`src/rtl/cache_block_pkg.sv`:
```
// cache_block_pkg: shared cache geometry defaults and access encodings
`define CACHE_DEBUG_ERROR(msg) $error("cache: %s", msg)
package cache_block_pkg;
  localparam int LINE_WIDTH = 128;
  localparam int LINE_ADDR_START_INDEX = 4;
  localparam int NUM_LINES = 4;
  localparam int INSTRUCTION_LENGTH = 32;
  localparam logic READ = 1'b0;
  localparam logic WRITE = 1'b1;
  localparam logic NONE = 1'b0;
  localparam logic ALWAYS_TRUE = 1'b1;
endpackage

```
`src/rtl/cache_block_line_store.sv`:
```
// cache_block_line_store: valid/dirty/tag/data arrays with word-write and line-fill ports
module cache_block_line_store
  import cache_block_pkg::*;
#(
  parameter int LINE_WIDTH = 128,
  parameter int NUM_LINES = 4,
  parameter int IW = 2,
  parameter int TW = 26,
  parameter int WW = 2
) (
  input  logic                          clock,
  input  logic                          reset,
  input  logic [IW-1:0]                 index,
  input  logic [WW-1:0]                 word,
  input  logic [INSTRUCTION_LENGTH-1:0] word_data,
  input  logic                          word_write,
  input  logic                          fill,
  input  logic [TW-1:0]                 fill_tag,
  input  logic [LINE_WIDTH-1:0]         fill_data,
  input  logic                          clear_dirty,
  output logic                          line_valid,
  output logic                          line_dirty,
  output logic [TW-1:0]                 line_tag,
  output logic [LINE_WIDTH-1:0]         line_data
);
  logic [NUM_LINES-1:0] valid_bits, dirty_bits;
  logic [TW-1:0] tags [NUM_LINES];
  logic [LINE_WIDTH-1:0] lines [NUM_LINES];
  assign line_valid = valid_bits[index];
  assign line_dirty = dirty_bits[index];
  assign line_tag = tags[index];
  assign line_data = lines[index];
  always_ff @(posedge clock or negedge reset)
    if (!reset) begin
      valid_bits <= '0;
      dirty_bits <= '0;
    end else if (fill) begin
      valid_bits[index] <= 1'b1;
      dirty_bits[index] <= 1'b0;
    end else if (word_write) dirty_bits[index] <= 1'b1;
    else if (clear_dirty) dirty_bits[index] <= 1'b0;
  // tag/data need no reset: they are only observed through a set valid bit
  always_ff @(posedge clock)
    if (fill) begin
      tags[index] <= fill_tag;
      lines[index] <= fill_data;
    end else if (word_write) lines[index][int'(word)*INSTRUCTION_LENGTH +: INSTRUCTION_LENGTH] <= word_data;
endmodule

```
`src/rtl/cache_block.sv`:
```
// cache_block: direct-mapped write-back write-allocate cache with line refill/eviction port
module cache_block #(
  parameter int LINE_WIDTH = cache_block_pkg::LINE_WIDTH,
  parameter int LINE_ADDR_START_INDEX = cache_block_pkg::LINE_ADDR_START_INDEX,
  parameter int NUM_LINES = cache_block_pkg::NUM_LINES
) (
  input  logic                  clock,
  input  logic                  reset,
  input  logic [31:0]           address,
  input  logic                  enable,
  input  logic                  write_or_read,
  input  logic [31:0]           in_data,
  input  logic [LINE_WIDTH-1:0] from_memory_input_data,
  input  logic                  from_memory_write_enable,
  input  logic                  completed_write_to_memory,
  output logic [LINE_WIDTH-1:0] out_data,
  output logic                  ready,
  output logic                  cache_miss,
  output logic                  write_to_memory,
  output logic [31:0]           to_memory_address,
  output logic [LINE_WIDTH-1:0] to_memory_out_data
);
  import cache_block_pkg::*;
  localparam int IW = $clog2(NUM_LINES);
  localparam int TW = 32 - LINE_ADDR_START_INDEX - IW;
  localparam int WW = $clog2(LINE_WIDTH / INSTRUCTION_LENGTH);
  logic [IW-1:0] idx;
  logic [TW-1:0] tag, line_tag;
  logic [WW-1:0] word;
  logic [LINE_WIDTH-1:0] line_data;
  logic line_valid, line_dirty, hit, evict, unused_bits;
  assign idx = address[LINE_ADDR_START_INDEX +: IW];
  assign tag = address[31 -: TW];
  assign word = address[2 +: WW];
  assign unused_bits = ^{address[1:0], READ, NONE, ALWAYS_TRUE};
  assign hit = enable & line_valid & (line_tag == tag);
  assign ready = hit;
  assign cache_miss = enable & ~hit;
  assign evict = cache_miss & line_valid & line_dirty;
  assign write_to_memory = evict;
  assign out_data = hit ? line_data : '0;
  assign to_memory_out_data = evict ? line_data : '0;
  assign to_memory_address = evict ? {line_tag, idx, {LINE_ADDR_START_INDEX{1'b0}}}
                           : cache_miss ? {address[31:LINE_ADDR_START_INDEX], {LINE_ADDR_START_INDEX{1'b0}}} : '0;
  cache_block_line_store #(
    .LINE_WIDTH(LINE_WIDTH), .NUM_LINES(NUM_LINES), .IW(IW), .TW(TW), .WW(WW)
  ) u_store (
    .clock(clock),
    .reset(reset),
    .index(idx),
    .word(word),
    .word_data(in_data),
    .word_write(hit & (write_or_read == WRITE)),
    .fill(from_memory_write_enable & cache_miss & ~evict),
    .fill_tag(tag),
    .fill_data(from_memory_input_data),
    .clear_dirty(evict & completed_write_to_memory),
    .line_valid(line_valid),
    .line_dirty(line_dirty),
    .line_tag(line_tag),
    .line_data(line_data)
  );
endmodule

```
`config.mk`:
```
export PLATFORM = sky130hd
export DESIGN_NAME = cache_block
export DESIGN_NICKNAME = d
export VERILOG_FILES = /design/src/rtl/cache_block_pkg.sv /design/src/rtl/cache_block_line_store.sv /design/src/rtl/cache_block.sv
export SDC_FILE = /design/constraint.sdc
export NUM_CORES = 1
export LEC_CHECK = 0
export BUFFER_PORTS_ARGS = -buffer_cell sky130_fd_sc_hd__buf_2
export CORE_MARGIN = 2
export CORE_UTILIZATION = 45
export DETAILED_ROUTE_END_ITERATION = 8
export HOLD_SLACK_MARGIN = 0.1
export PLACE_DENSITY = 0.66
export SLEW_MARGIN = 20
export SYNTH_ARGS = -nofsm -noshare
export SYNTH_HDL_FRONTEND = slang
export SYNTH_HIERARCHICAL = 1
export SYNTH_SLANG_ARGS = --single-unit
```
`constraint.sdc`:
```
create_clock -name clock -period 8.1 [get_ports clock]
set_input_delay 1.62 -clock clock [delete_from_list [all_inputs] [get_ports clock]]
set_output_delay 1.62 -clock clock [all_outputs]
set_load 0.05 [all_outputs]
```
; ---- After elaboration in Yosys (flattened, before gate mapping)
; Memories as Yosys holds them, arrays and structs flattened.
; Cells that the tools add are included.
[op_classes]
addsub = 1
n_lt_le_gt_ge = 2
n_eq_ne = 1
shift = 2
muxes = 146
n_bitwise = 143
n_reduce_logical = 2
[ops]
columns = op, count
row1 = 2-to-1 mux 128 bit, 3
row2 = 2-to-1 mux 1 bit, 135
row3 = bitwise OR 1 bit, 128
row4 = "variable shift 32 x 33 -> 128 bit, first input constant", 1
row5 = indexed part select 32 x 33 -> 128 bit, 1
row6 = 2-to-1 mux 32 bit, 2
row7 = negation 7 -> 33 bit, 1
row8 = == test 26 bit, 1
row9 = 2-to-1 mux 4 bit, 3
row10 = AND 1 bit, 9
row11 = bitwise OR 4 bit, 2
row12 = AND 4 bit, 1
row13 = binary-select mux 1 bit (select 2 bit), 2
row14 = NOT 4 bit, 1
row15 = "< comparator 2 x 3 -> 1 bit, second input constant", 1
row16 = nonzero test 3 bit, 1
row17 = demux 1 bit (select 2 bit), 1
row18 = "greater-or-equal comparator 2 x 1 -> 1 bit, second input constant", 1
row19 = NOT 1 bit, 2
row20 = logical AND 1 bit, 1
[word_totals]
reg_bits = 8
mem_bits_rw = 616
in_bits = 198
out_inout_bits = 291
wordCells = 301
n_memories = 2
[memory_table]
columns = memory, words, word_bits, read_ports, rd_ports_with_merged_regs, write_ports, line_no
row1 = u_store.lines, 4, 128, 1, 0, 1, cache_block_line_store.sv:28  ; logic [LINE_WIDTH-1:0] lines [NUM_LINES];
row2 = u_store.tags, 4, 26, 1, 0, 1, cache_block_line_store.sv:27  ; logic [TW-1:0] tags [NUM_LINES];

; ---- Depth between registers and ports, before layout
[depth]
word_depth = 13
depth_mapped = 17

; ---- Modules after synthesis
; Netlist, hierarchy kept.
[modules_own_cells]
columns = mod, n_inst, cells_each, area_per_inst_um2, seq_area_each_um2
row1 = cache_block_line_store, 1, 1300, 25502.0, 18697.9
row2 = cache_block, 1, 571, 2816.5, 0.0

; ---- Least setup slack after synthesis
; OpenSTA, ideal clock, no wires.
[synth_timing]
kind = input -> register
start = in address[4]
end = mem u_store.tags[0][0], enable pin
t_arrival_ns = 5.739
slack_ns = 1.912
stages = 12
cell_sequence = buf_2 -> buf_2 -> buf_2 -> mux4_2 -> xor2_1 -> nor4_1 -> nand4_1 -> nor4_1 -> buf_2 -> buf_2 -> nor2_1 -> nor3b_1
[synth_lines]
columns = element, line_no
row1 = from (decl), cache_block.sv:9  ; input logic [31:0] address,
row2 = memory (4 x 26 bit) (*), -
row3 = net line_tag[20], cache_block.sv:28  ; logic [TW-1:0] tag, line_tag;
row4 = == test 26 bit (*), cache_block.sv:36  ; assign hit = enable & line_valid & (line_tag == tag);
row5 = AND 1 bit (*), cache_block.sv:36
row6 = NOT 1 bit (*), cache_block.sv:38  ; assign cache_miss = enable & ~hit;
row7 = AND 1 bit (*), cache_block.sv:38
row8 = AND 1 bit (2 in a row), cache_block.sv:39  ; assign evict = cache_miss & line_valid & line_dirty;
row9 = NOT 1 bit, cache_block.sv:54  ; .fill(from_memory_write_enable & cache_miss & ~evict),
row10 = AND 1 bit (*), cache_block.sv:54
row11 = 2-to-1 mux 1 bit (*), cache_block_line_store.sv:44  ; if (fill) begin
row12 = 2-to-1 mux 1 bit (not written as such) (*), cache_block_line_store.sv:45  ; tags[index] <= fill_tag;
row13 = to (decl), cache_block_line_store.sv:27
; Mark *: on every way through the listed nets, which the timed path passes. The rest lies on a longest branch. The select of a mux whose other input is x is not followed.

; ---- Worst setup path in the final report
[layout_timing]
start = in address[5]
end = out out_data[71]
[layout_lines]
columns = element, line_no
row1 = memory (4 x 26 bit), -
row2 = net line_tag[18], cache_block.sv:28
row3 = == test 26 bit, cache_block.sv:36
row4 = AND 1 bit, cache_block.sv:36
row5 = 2-to-1 mux 128 bit, cache_block.sv:41  ; assign out_data = hit ? line_data : '0;
row6 = to (decl), cache_block.sv:16  ; output logic [LINE_WIDTH-1:0] out_data,
; The timed path passes the listed nets, and every way through them passes these cells. The select of a mux whose other input is x is not followed.

==> summary.txt <==
Worst setup path
  – Arr. time, crit path: 4930 ps
  – CP Capture Type: output pin
  – Top fanout value on the critical path: 119
  – Reg2Reg Capture Point: u_store/lines[3][60]$_DFFE_PP_
  – Startpoint types: input port
  – CP Cell Sequence: buf_6 -> mux4_2 -> xor2_1 -> nor4_1 -> nand4_1 -> nor4_2 -> buf_4 -> buf_12 -> and2_1 -> buf_2
  – Critical path's largest stage delay: 480 ps
  – Critical path class: input port to output pin
  – RR Startpoint: u_store/tags[2][18]$_DFFE_PP_
  – Slowest cell on the critical path: nor4_2
  – R2R setup slack: 3200 ps
  – R2R depth: 10
  – CP required: 6480 ps

Clock tree
  – Clock Latency Late Sink: 600 ps
  – # H-tree levels: 3
  – Clock sinks: 624
  – Root Buffer Master: clkbuf_16
  – Hold-fix buffers at CTS: 0
  – Bufs on Longest Clock Path: 3
  – Post_cts resized: 0
  – Setup Buffers After CTS: 0
  – CTS tree: built
  – Reg clk slew, reported paths: 60 ps
  – Cts bufs inserted: 68

Global routing
  – Global Route Usage Sum: 25.07%
  – Total gr overflow: 0
  – First-pass GRT wire length: 116900 um
  – Pin count of the biggest net entering global routing: 139
  – Vias in the first global route: 17590
  – Antenna violations before repair: 8

STA
  – Setup_tns: 0 ps
  – F_max: 152.6 MHz
  – Final setup vio count: 0
  – Worst Slack Setup Final: 1546 ps
  – Final Hold Fails: 0
  – Tcrit/Tclk final: 80.92%
  – Clk_skew: 26.05 ps
  – Hold_ws: 475.1 ps
  – RSZ-0062 raised after global routing: false
  – Max-slew violations: 0
  – Slew margin rel.: 26.63%
  – Measured slew at the worst slew-check pin: 1101 ps
  – Min Tclk post-route: 6554 ps

Floorplanning
  – Die Footprint: 0.06495 mm2
  – Core area: 0.06194 mm2
  – Initial core utilization: 45.72%
  – Chip height: 254.9 um
  – Row Count: 91
  – Die width: 254.9 um
  – Top Ports: 489

Yosys
  – Post-synth EDFFs: 616
  – Synth warn: 6
  – Mapped Area: 0.02832 mm2
  – Register bit total from synthesis: 624
  – Primary FF master, synth: edfxtp_1
  – Most common cell in the netlist: edfxtp_1
  – Yosys top cell area share: 65.32%
  – Post-Syn Area per Cell: 15.14 um2
  – Most instantiated cells after synthesis: edfxtp_1, nand2_1, mux4_2, nor2_1, and2_1
  – Synth area leaders: edfxtp_1, mux4_2, nand2_1
  – Gate Count Post-Synth: 1871
  – Register area share after synthesis: 66.03%
  – Synth cell types: 42
  – Synth area leader: edfxtp_1
  – Ys async rst share: 1.282%

Hold path
  – Hold Path Depth: 1
  – Hold Crit Start: u_store/valid_bits[2]$_DFFE_PN0P_
  – WHS Endpoint: u_store/valid_bits[2]$_DFFE_PN0P_
  – Worst Hold Class: flip-flop to flip-flop

Layout
  – Finished Layout Cells: 3202
  – # fillers: 5101
  – Layout cells sized above 1: 36.72%
  – Cell area after layout: 0.03375 mm2
  – Final nets: 2516
  – P&R area growth vs syn: 19.18%

Outcome
  – Outcome: finished, final reports clean

Detailed routing
  – DR vias: 18150
  – Drt initial violations: 2202
  – DRC Markers: 0
  – Routed Antenna Nets: 0
  – Vias per cell: 5.667
  – Post-DR wirelength/cell: 25.61 um
  – Post-Route WL: 82000 um
  – 1st-pass router iterations: 6

Placement
  – Pre-CTS WS: 1463 ps
  – GPL Wtd Cong: 0.8057
  – Placed cells: 3080
  – Post-detail-place hpwl: 54460 um
  – Post-placement cell area: 0.03155 mm2
  – Port bufs: 482

Run
  – Max-cap check violation count: 0

Power
  – Leakage: 0.01277 uW
  – Max VDD drop: 0.1385 mV
  – Power density cells: 214.6 mW/mm2
==> placed cells by master (no fill, tap or decap), types with 2 or more instances in the layout <==
cell type,instances
o32ai_1,74
inv_6,4
buf_12,5
bufinv_16,6
nor4_1,4
clkinv_2,10
nand2b_1,2
ha_1,4
conb_1,4
nand2_1,264
inv_1,106
clkinv_8,2
a21oi_1,30
or2_2,4
mux4_2,156
edfxtp_1,616
and2_1,129
or3b_2,2
o32ai_2,30
nand4_1,3
o211ai_1,2
clkbuf_1,14
nor3b_1,2
nor2_2,5
mux2_2,24
clkbuf_16,71
a211o_1,2
dfrtp_1,8
xnor2_1,11
clkinv_1,12
and4bb_2,3
buf_2,479
xor2_1,15
nor2_1,132
and4b_1,12
and3b_1,4
nor2_4,13
nand3_1,29
buf_4,41
nor4bb_1,11
==> cells by family after synthesis <==
group                      share of synthesized area [%]
xor gates and xnor gates                          0.8041
AOI/OAI and AO/OA                                  4.736
and+or+nand+nor                                    10.63
adders and majority gates                         0.2209
DFF                                                66.03
muxes                                              13.36
other                                            0.01324
buffers and inverters                              4.206
==> state kept, by name, summed over array words and instances, names as in the netlist, named ones only <==
name                count
u_store/lines         512
u_store/tags          104
u_store/valid_bits      4
==> worst max-delay path by stage <==
stage	start	to	cells past startpoint
CTS	address[4]	to_memory_address[28]	8
detailed placement	address[4]	to_memory_address[28]	8
floorplan	address[4]	u_store/tags[0][0]$_DFFE_PP_	12
global placement	address[4]	out_data[71]	10
global route	address[4]	to_memory_address[28]	8
finish	address[5]	out_data[71]	10
==> per-stage QoR <==
step	total power [uW]	util (%)
2_1_floorplan	4029	-
3_3_place_gp	4256	50.94
3_5_place_dp	4271	50.94
4_1_cts	7287	54.48
5_1_grt	7451	54.49
6_report	7245	54.49
==> per-layer routing <==
layer	track usage (%)	routed length, um	up-vias	share of wire (%)
met4	7.318	1935	10	2.4
li1	-	-	7908	-
met5	0	70	-	0.085
met1	34.94	32630	9211	40
met2	40.89	40800	899	50
met3	4.190	6557	118	8.0
==> final cells by class <==
type | instances | area (um2) | area share [%]
repair buffers | 527 | 2831 | 8.389
clock inverters | 36 | 361.6 | 1.071
clock buffers | 85 | 1829 | 5.420
well taps | 837 | 1047 | 3.103
diodes | 1 | 2.502 | 0.007414
flip-flops and latches | 624 | 18700 | 55.40
inverters | 106 | 397.9 | 1.179
multi-input cells | 986 | 8583 | 25.43
==> power by group <==
| part | total, uW | switching, uW | internal, uW |
|---|---|---|---|
| logic | 548 | 359 | 189 |
| clock network | 3040 | 1240 | 1800 |
| registers | 3650 | 16.8 | 3640 |
| total | 7240 | 1620 | 5630 |
==> critical path: cells and delay by family <==
kind	cells	cell delay, ps
xor+xnor	1	160
buf+inv	4	1220
mux	1	430
simple gates	4	1320
Note: power is estimated with default switching activity, not from simulation.
